`src/rtl/alu_op_sequencer_if.sv`:
```
// Request/result bundle between the decode stage and the ALU op sequencer.
//   start   : request strobe from decode
//   Signal  : R-type funct code of the request
//   ready   : sequencer idle, start will be accepted
//   select  : result-mux select (0 ALU, 1 HI, 2 LO, 3 shifter)
//   div_init/div_step/hilo_we : divider and HI/LO control
//   done    : one-cycle result-valid pulse
//   count   : divider iteration counter (debug)
//   illegal : unknown-funct trap pulse (only with ILLEGAL_TRAP_EN defined)
// Modports: master = decode side, slave = sequencer.
interface alu_op_sequencer_if;
    localparam int unsigned FUNCT_W = 6;
    localparam int unsigned SEL_W   = 2;
    localparam int unsigned CNT_W   = 6;

    logic               start;
    logic [FUNCT_W-1:0] Signal;
    logic               ready;
    logic [SEL_W-1:0]   select;
    logic               div_init;
    logic               div_step;
    logic               hilo_we;
    logic               done;
    logic [CNT_W-1:0]   count;
`ifdef ILLEGAL_TRAP_EN
    logic               illegal;
`endif

`ifdef ILLEGAL_TRAP_EN
    modport master (
        output start, Signal,
        input  ready, select, div_init, div_step, hilo_we, done, count, illegal
    );
    modport slave (
        input  start, Signal,
        output ready, select, div_init, div_step, hilo_we, done, count, illegal
    );
`else
    modport master (
        output start, Signal,
        input  ready, select, div_init, div_step, hilo_we, done, count
    );
    modport slave (
        input  start, Signal,
        output ready, select, div_init, div_step, hilo_we, done, count
    );
`endif
endinterface

```
`src/rtl/alu_op_sequencer.sv`:
```
// Multi-cycle controller for the ALU result path: accepts one funct code per
// request, drives the result-mux select, and sequences the iterative DIVU
// unit (init, DIV_CYCLES steps, HI/LO write-back).
// Ports:
//   clk   : system clock, rising edge
//   reset : asynchronous active-low reset
//   bus   : alu_op_sequencer_if.slave (start/Signal in; ready, select,
//           div_init, div_step, hilo_we, done, count out)
// Optional: define ILLEGAL_TRAP_EN to add bus.illegal and trap unknown funct
// codes; otherwise unknown codes are treated as SRL.
module alu_op_sequencer #(
    parameter int unsigned DIV_CYCLES = 32   // legal range 1..63
) (
    input  logic                clk,
    input  logic                reset,
    alu_op_sequencer_if.slave   bus
);
    localparam int unsigned FUNCT_W = 6;
    localparam int unsigned SEL_W   = 2;
    localparam int unsigned CNT_W   = 6;

    localparam logic [CNT_W-1:0] LAST_CNT = CNT_W'(DIV_CYCLES - 1);

    localparam logic [FUNCT_W-1:0] FN_AND  = 6'b100100;
    localparam logic [FUNCT_W-1:0] FN_OR   = 6'b100101;
    localparam logic [FUNCT_W-1:0] FN_ADD  = 6'b100000;
    localparam logic [FUNCT_W-1:0] FN_SUB  = 6'b100010;
    localparam logic [FUNCT_W-1:0] FN_SLT  = 6'b101010;
    localparam logic [FUNCT_W-1:0] FN_SRL  = 6'b000010;
    localparam logic [FUNCT_W-1:0] FN_DIVU = 6'b011011;
    localparam logic [FUNCT_W-1:0] FN_MFHI = 6'b010000;
    localparam logic [FUNCT_W-1:0] FN_MFLO = 6'b010010;

    localparam logic [SEL_W-1:0] SEL_ALU = 2'd0;
    localparam logic [SEL_W-1:0] SEL_HI  = 2'd1;
    localparam logic [SEL_W-1:0] SEL_LO  = 2'd2;
    localparam logic [SEL_W-1:0] SEL_SHF = 2'd3;

    typedef enum logic [2:0] {
        IDLE     = 3'd0,
        EXEC     = 3'd1,
        DIV_INIT = 3'd2,
        DIV_RUN  = 3'd3,
        DIV_WB   = 3'd4
    } state_e;

    state_e             state_q, state_d;
    logic [FUNCT_W-1:0] op_q, op_d;
    logic [SEL_W-1:0]   select_q, select_d;
    logic [CNT_W-1:0]   count_q, count_d;
    logic               div_init_q, div_init_d;
    logic               div_step_q, div_step_d;
    logic               hilo_we_q, hilo_we_d;
    logic               done_q, done_d;
`ifdef ILLEGAL_TRAP_EN
    logic               illegal_q, illegal_d;
`endif

    logic [SEL_W-1:0]   dec_sel;
    logic               dec_div;
`ifdef ILLEGAL_TRAP_EN
    logic               dec_known;
`endif

    // Funct decode of the incoming request; unknown codes fall to the shifter
    // select unless the trap is built in.
    always_comb begin
        dec_sel   = SEL_SHF;
        dec_div   = 1'b0;
`ifdef ILLEGAL_TRAP_EN
        dec_known = 1'b1;
`endif
        case (bus.Signal)
            FN_AND, FN_OR, FN_ADD, FN_SUB, FN_SLT: dec_sel = SEL_ALU;
            FN_SRL:  dec_sel = SEL_SHF;
            FN_MFHI: dec_sel = SEL_HI;
            FN_MFLO: dec_sel = SEL_LO;
            FN_DIVU: dec_div = 1'b1;
            default: begin
`ifdef ILLEGAL_TRAP_EN
                dec_known = 1'b0;
`endif
            end
        endcase
    end

    // Next-state and registered-output logic. Pulse outputs are decoded from
    // the state being entered so they line up with that state's cycle.
    always_comb begin
        state_d    = state_q;
        op_d       = op_q;
        select_d   = select_q;
        count_d    = count_q;
        div_init_d = 1'b0;
        div_step_d = 1'b0;
        hilo_we_d  = 1'b0;
        done_d     = 1'b0;
`ifdef ILLEGAL_TRAP_EN
        illegal_d  = 1'b0;
`endif
        case (state_q)
            IDLE: begin
                if (bus.start) begin
                    op_d = bus.Signal;
                    if (dec_div) begin
                        // DIVU leaves select untouched
                        state_d    = DIV_INIT;
                        count_d    = '0;
                        div_init_d = 1'b1;
                    end else begin
                        state_d = EXEC;
`ifdef ILLEGAL_TRAP_EN
                        if (dec_known) begin
                            select_d = dec_sel;
                            done_d   = 1'b1;
                        end else begin
                            illegal_d = 1'b1;
                        end
`else
                        select_d = dec_sel;
                        done_d   = 1'b1;
`endif
                    end
                end
            end
            EXEC: begin
                state_d = IDLE;
            end
            DIV_INIT: begin
                state_d    = DIV_RUN;
                div_step_d = 1'b1;
            end
            DIV_RUN: begin
                if (count_q == LAST_CNT) begin
                    // Write-back only for a genuine DIVU; a corrupted op aborts
                    if (op_q == FN_DIVU) begin
                        state_d   = DIV_WB;
                        hilo_we_d = 1'b1;
                        done_d    = 1'b1;
                    end else begin
                        state_d = IDLE;
                    end
                end else begin
                    count_d    = count_q + CNT_W'(1);
                    div_step_d = 1'b1;
                end
            end
            DIV_WB: begin
                state_d = IDLE;
            end
            default: begin
                state_d = IDLE;
            end
        endcase
    end

    // State and output registers
    always_ff @(posedge clk or negedge reset) begin
        if (!reset) begin
            state_q    <= IDLE;
            op_q       <= '0;
            select_q   <= SEL_ALU;
            count_q    <= '0;
            div_init_q <= 1'b0;
            div_step_q <= 1'b0;
            hilo_we_q  <= 1'b0;
            done_q     <= 1'b0;
`ifdef ILLEGAL_TRAP_EN
            illegal_q  <= 1'b0;
`endif
        end else begin
            state_q    <= state_d;
            op_q       <= op_d;
            select_q   <= select_d;
            count_q    <= count_d;
            div_init_q <= div_init_d;
            div_step_q <= div_step_d;
            hilo_we_q  <= hilo_we_d;
            done_q     <= done_d;
`ifdef ILLEGAL_TRAP_EN
            illegal_q  <= illegal_d;
`endif
        end
    end

    assign bus.ready    = (state_q == IDLE);
    assign bus.select   = select_q;
    assign bus.count    = count_q;
    assign bus.div_init = div_init_q;
    assign bus.div_step = div_step_q;
    assign bus.hilo_we  = hilo_we_q;
    assign bus.done     = done_q;
`ifdef ILLEGAL_TRAP_EN
    assign bus.illegal  = illegal_q;
`endif

endmodule

```
`src/flat_wrapper.sv`:
```
// flat-port wrapper written by rule: the top's interface ports become plain ports
module alu_op_sequencer_flat 
#(
    parameter int unsigned DIV_CYCLES = 32                       
)
  (clk, reset, bus_start, bus_Signal, bus_ready, bus_select, bus_div_init, bus_div_step, bus_hilo_we, bus_done, bus_count);
  alu_op_sequencer_if bus_i ();
  input  logic clk;
  input  logic reset;
  input wire logic [$bits(bus_i.start)-1:0] bus_start;
  input wire logic [$bits(bus_i.Signal)-1:0] bus_Signal;
  output wire logic [$bits(bus_i.ready)-1:0] bus_ready;
  output wire logic [$bits(bus_i.select)-1:0] bus_select;
  output wire logic [$bits(bus_i.div_init)-1:0] bus_div_init;
  output wire logic [$bits(bus_i.div_step)-1:0] bus_div_step;
  output wire logic [$bits(bus_i.hilo_we)-1:0] bus_hilo_we;
  output wire logic [$bits(bus_i.done)-1:0] bus_done;
  output wire logic [$bits(bus_i.count)-1:0] bus_count;
  assign bus_i.start = bus_start;
  assign bus_i.Signal = bus_Signal;
  assign bus_ready = bus_i.ready;
  assign bus_select = bus_i.select;
  assign bus_div_init = bus_i.div_init;
  assign bus_div_step = bus_i.div_step;
  assign bus_hilo_we = bus_i.hilo_we;
  assign bus_done = bus_i.done;
  assign bus_count = bus_i.count;
  alu_op_sequencer #(.DIV_CYCLES(DIV_CYCLES)) u_core (.clk(clk), .reset(reset), .bus(bus_i));
endmodule
```
`config.mk`:
```
export PLATFORM = sky130hd
export DESIGN_NAME = alu_op_sequencer_flat
export DESIGN_NICKNAME = d
export VERILOG_FILES = /design/src/rtl/alu_op_sequencer_if.sv /design/src/rtl/alu_op_sequencer.sv /design/src/flat_wrapper.sv
export SDC_FILE = /design/constraint.sdc
export NUM_CORES = 1
export LEC_CHECK = 0
export CAP_MARGIN = 20
export CORE_ASPECT_RATIO = 0.8
export CORE_UTILIZATION = 48
export DETAILED_ROUTE_END_ITERATION = 12
export PLACE_DENSITY = 0.79
export RECOVER_POWER = 25
export SYNTH_ARGS = -nofsm -noshare
export SYNTH_HDL_FRONTEND = slang
export SYNTH_SLANG_ARGS = --single-unit
```
`constraint.sdc`:
```
create_clock -name clk -period 2.45 [get_ports clk]
set_clock_uncertainty 0.05 [all_clocks]
set_input_delay 0.3675 -clock clk [delete_from_list [all_inputs] [get_ports clk]]
set_output_delay 0.3675 -clock clk [all_outputs]
set_load 0.01 [all_outputs]
```
* Word level (Yosys, flattened, before mapping)
Cells that the tools add are included.
Operators by class: add/sub/neg operators 1, equality and inequality tests 16, mux-type cells 22, bitwise operators 1, reductions and logical operators 7
Operators with widths (number):
- $eq 6x5->1 const B | 5
- $eq 6x6->1 const B | 5
- $mux 6 | 3
- $pmux 6 s2 | 1
- $mux 1 | 10
- $mux 3 | 3
- $pmux 3 s3 | 1
- $add 6x1->6 const B | 1
- $eq 3x2->1 const B | 2
- $pmux 2 s3 | 1
- $reduce_or 5->1 | 1
- $ne 2x1->1 const B | 2
- $ne 2x2->1 const B | 2
- $pmux 1 s2 | 2
- $reduce_and 2->1 | 2
- $reduce_and 4->1 | 1
- $logic_not 3->1 | 1
- $reduce_and 3->1 | 1
- $mux 2 | 1
- $reduce_bool 2->1 | 1
- $not 1->1 | 1
Storage, ports and cells: register bits after elaboration 21, input port bits 9, output and inout port bits 13, logic and storage cells 55

* Depth between registers and ports, before layout
depth after elaboration 5, depth in mapped cells 5, gate-level depth less buffers 5

* Worst setup path before layout
No wires, ideal clock.
kind flip-flop to flip-flop, start register u_core.state_q[2], end register u_core.count_q[5], in the netlist u_core.bus.count[5], setup time 0.124 ns, data arrival time 1.541 ns, data required time 2.276 ns, path slack 0.735 ns, cell stages (with the launch flop) 5, path buffers 1, cells stage by stage dfrtp_1 > or4b_1 > buf_2 > o21a_1 > a211o_1
On the way: cells in the longest elaborated chain, start to end 3, elaborated cells on any way between the ends 8, those cells by class eq/ne (4); mux (1); reduce/logical (3)
RTL lines:
- start, declared | line alu_op_sequencer.sv:47 | state_e state_q, state_d;
- start signal, assigned | line alu_op_sequencer.sv:172 | state_q <= state_d;
- $eq 3x2->1 or $logic_not 3->1 (tied branches) | line alu_op_sequencer.sv:101 | case (state_q)
- $ne 2x2->1 (no source line), or another cell as far along
- $reduce_and 4->1 (no source line)
- end signal, assigned | line alu_op_sequencer.sv:175 | count_q <= count_d;
- end, declared | line alu_op_sequencer.sv:50 | logic [CNT_W-1:0] count_q, count_d;
Several ways; a longest one is shown, not always the timed one. A chain may end at the register's enable or synchronous reset.

* Worst setup path in the final report
start register u_core.state_q[2], end output port bus_ready
On the way: cells in the longest elaborated chain, start to end 1
RTL lines:
- $logic_not 3->1 | line alu_op_sequencer.sv:186 | assign bus.ready = (state_q == IDLE);
- end, declared | line flat_wrapper.sv:12 | output wire logic [$bits(bus_i.ready)-1:0] bus_ready;
Every way passes these cells.

==> metrics.txt <==
drt first-iter violations 13; Hold Path Class flip-flop to flip-flop; Final Max Tran Viols 0; synthesized area per cell 10.0 um2; CTS Hold Bufs 0; CTS Buf Count 3; via count 847; delay-heaviest family, CP buffers and inverters; Main synth FF type dfrtp_1; crit path max fanout 7; async set or reset register ratio after synthesis 100%; Starting Density 51.4%; multi-input logic area 444 um2; Crit path arrival time 1540 ps; crit path cell chain nor3_1 -> clkdlybuf4s50_1; highest clock rate 0.511 GHz; setup TNS 0 ps; H-tree depth 1; Skew-Pair Late Insertion Delay 300 ps; crit end category primary output; Ys Warns 0; grt total ovfl 0; gpl congestion 0.900; Power Dens Cells 803 nW/um2; die area 2230 um2; CTS tree yes; PortBufs 21; antenna-violating nets left 0; minimum clock period 1960 ps; NetSw 338 uW; First-pass DRT Iterations 4; Die Span Y 42.5 um; internal power 673 uW; Post-Syn Nets 108; CP startpoint kind flip-flop; sequential share of power 48.2%; clock sink count 21; Final Util 65.9%; period utilization 79.9%; crit-path max cell delay 560 ps; Rel. slew slack 26.8%; Final setup violation count 0; FF+latch area 526 um2; initial antenna violation count 0; Yosys cell types 33; hpwl dp 1.49 mm; # fillers 150; die width 52.6 um; Crit path buffers/inverters 1; # Post-CTS Setup Buffers 0; final WL 1.99 mm; IO Pins 22; worst slew pin tran 1100 ps; global-route wire length before repair 3.46 mm; PostCTS Resize Cnt 0; # DRC 0; Clock Tree Root clkbuf_4; vias in the first global route 770; Diodes inserted 0; Worst path slowest cell clkdlybuf4s50_1; Comb power frac 35.6%; largest net degree at the start of global routing 22; total track usage 22.0%; std cell rows 14; clk slew on worst S/H paths 110 ps; Bufs on Longest Clock Path 2; Post-Syn Area 982 um2; R2R Setup Slk 590 ps; NumNets Final 135; Core Region 1910 um2; synthesized instance count 98; layout cells sized above 1 6.45%; synthesis-stage register bit count 21; Post-synth EDFFs 0; status finished, final reports clean; clock share of power 16.2%; cell leakage power 0.000591 uW; switching share of power 33.5%; Critical Path RT 2030 ps; WL/cell 13.4 um; Peak VDD IR 0.000509 V; Final Hold Violating Endpoints 0; sequential area share after synthesis 53.5%; area grow syn2layout 28.2%; critical path class flip-flop to primary output; Vias/cell 5.72; RSZ-0062 raised after global routing false; maxcap violations 0
## through the flow
step	worst slack [ps]	std cells	hold slack (ps)	area [um2]	total power, uW
after global placement	405	144	401	1240	841
final	491	148	443	1260	1010
after global routing	371	148	467	1260	1080
after floorplan	735	98	21.9	982	677
after detailed placement	306	144	416	1240	855
after CTS	464	148	354	1260	1020
## state kept, by name, summed over array words and instances (netlist names)
name / count
u_core.bus.count: 6
u_core.bus.div_init: 1
u_core.bus.div_step: 1
u_core.bus.done: 1
u_core.bus.hilo_we: 1
u_core.bus.select: 2
u_core.op_q: 6
u_core.state_q: 3
## per-layer routing
layer  vias up  track usage (%)  routed length [um]
li1        401                -                   -
met1       417             32.9                1010
met2        25             30.6                 855
met3         4             6.52                  95
met4         0             6.32                  27
met5         -                0                   0
## synthesized netlist by cell type, types with 2 or more instances
| library cell | count | area share [%] |
|---|---|---|
| a21oi_1 | 6 | 3.1 |
| a22o_1 | 2 | 1.8 |
| a31oi_1 | 2 | 1.3 |
| and3_1 | 4 | 2.5 |
| dfrtp_1 | 21 | 54 |
| nand2_1 | 23 | 8.8 |
| nand2b_1 | 4 | 2.5 |
| nand3_1 | 5 | 2.5 |
| nor2_1 | 2 | 0.76 |
| nor2b_1 | 2 | 1.3 |
| nor3_1 | 3 | 1.5 |
| o21ai_0 | 2 | 1.0 |
| o2bb2ai_1 | 2 | 1.8 |
## kinds of logic after synthesis
group | synth area share (%)
buf+inv | 1.27
fa+ha+maj | 1.27
simple gates | 28.8
compound gates | 13.2
xor+xnor | 0.892
flops | 53.5
mux | 1.02
## power by group through the flow
stage          Combinational (uW)  Clock [uW]  Sequential, uW
2_1_floorplan                 177           0             500
3_3_place_gp                  353           0             489
3_5_place_dp                  361           0             494
4_1_cts                       364         170             487
5_1_grt                       397         181             498
6_report                      360         164             487
## placed cells by master, fill, tap and decap left out, drive strengths merged, types with 2 or more instances in the layout
cell and n:
clkdlybuf4s50 20, buf 2, a31oi 2, nor2b 2, dfrtp 21, nor2 2, and3 4, o2bb2ai 2
a22o 2, nand2b 4, nand3 5, nand2 23, o21ai 2, clkbuf 5, nor3 3, a21oi 6
## final timing paths
kind | start | end | depth (start not counted)
setup reg to reg | u_core.bus.count[0] | u_core.bus.count[3] | 5
max in group asynchronous | reset | u_core.bus.count[1] | 2
min in group asynchronous | reset | u_core.op_q[3] | 2
setup / recovery | u_core.state_q[2] | bus_ready | 2
hold / removal | u_core.op_q[3] | u_core.op_q[3] | 2
hold reg to reg | u_core.op_q[3] | u_core.op_q[3] | 2
## worst register-to-register path, delay by kind of cell (launching register included)
family                   cells  cell delay, ps
adder cells (fa/ha/maj)      1             240
flip-flops                   1             450
AND/OR/NAND/NOR              1              80
AO/OA/AOI/OAI                3             960
## final cells by class
| class | instances | share of cell area [%] |
|---|---|---|
| flip-flops and latches | 21 | 41.7 |
| clock buffers | 4 | 2.09 |
| inverters | 1 | 0.298 |
| well taps | 24 | 2.39 |
| repair buffers | 24 | 18.2 |
| multi-input cells | 74 | 35.3 |
Power figures use the tool's default switching activity.
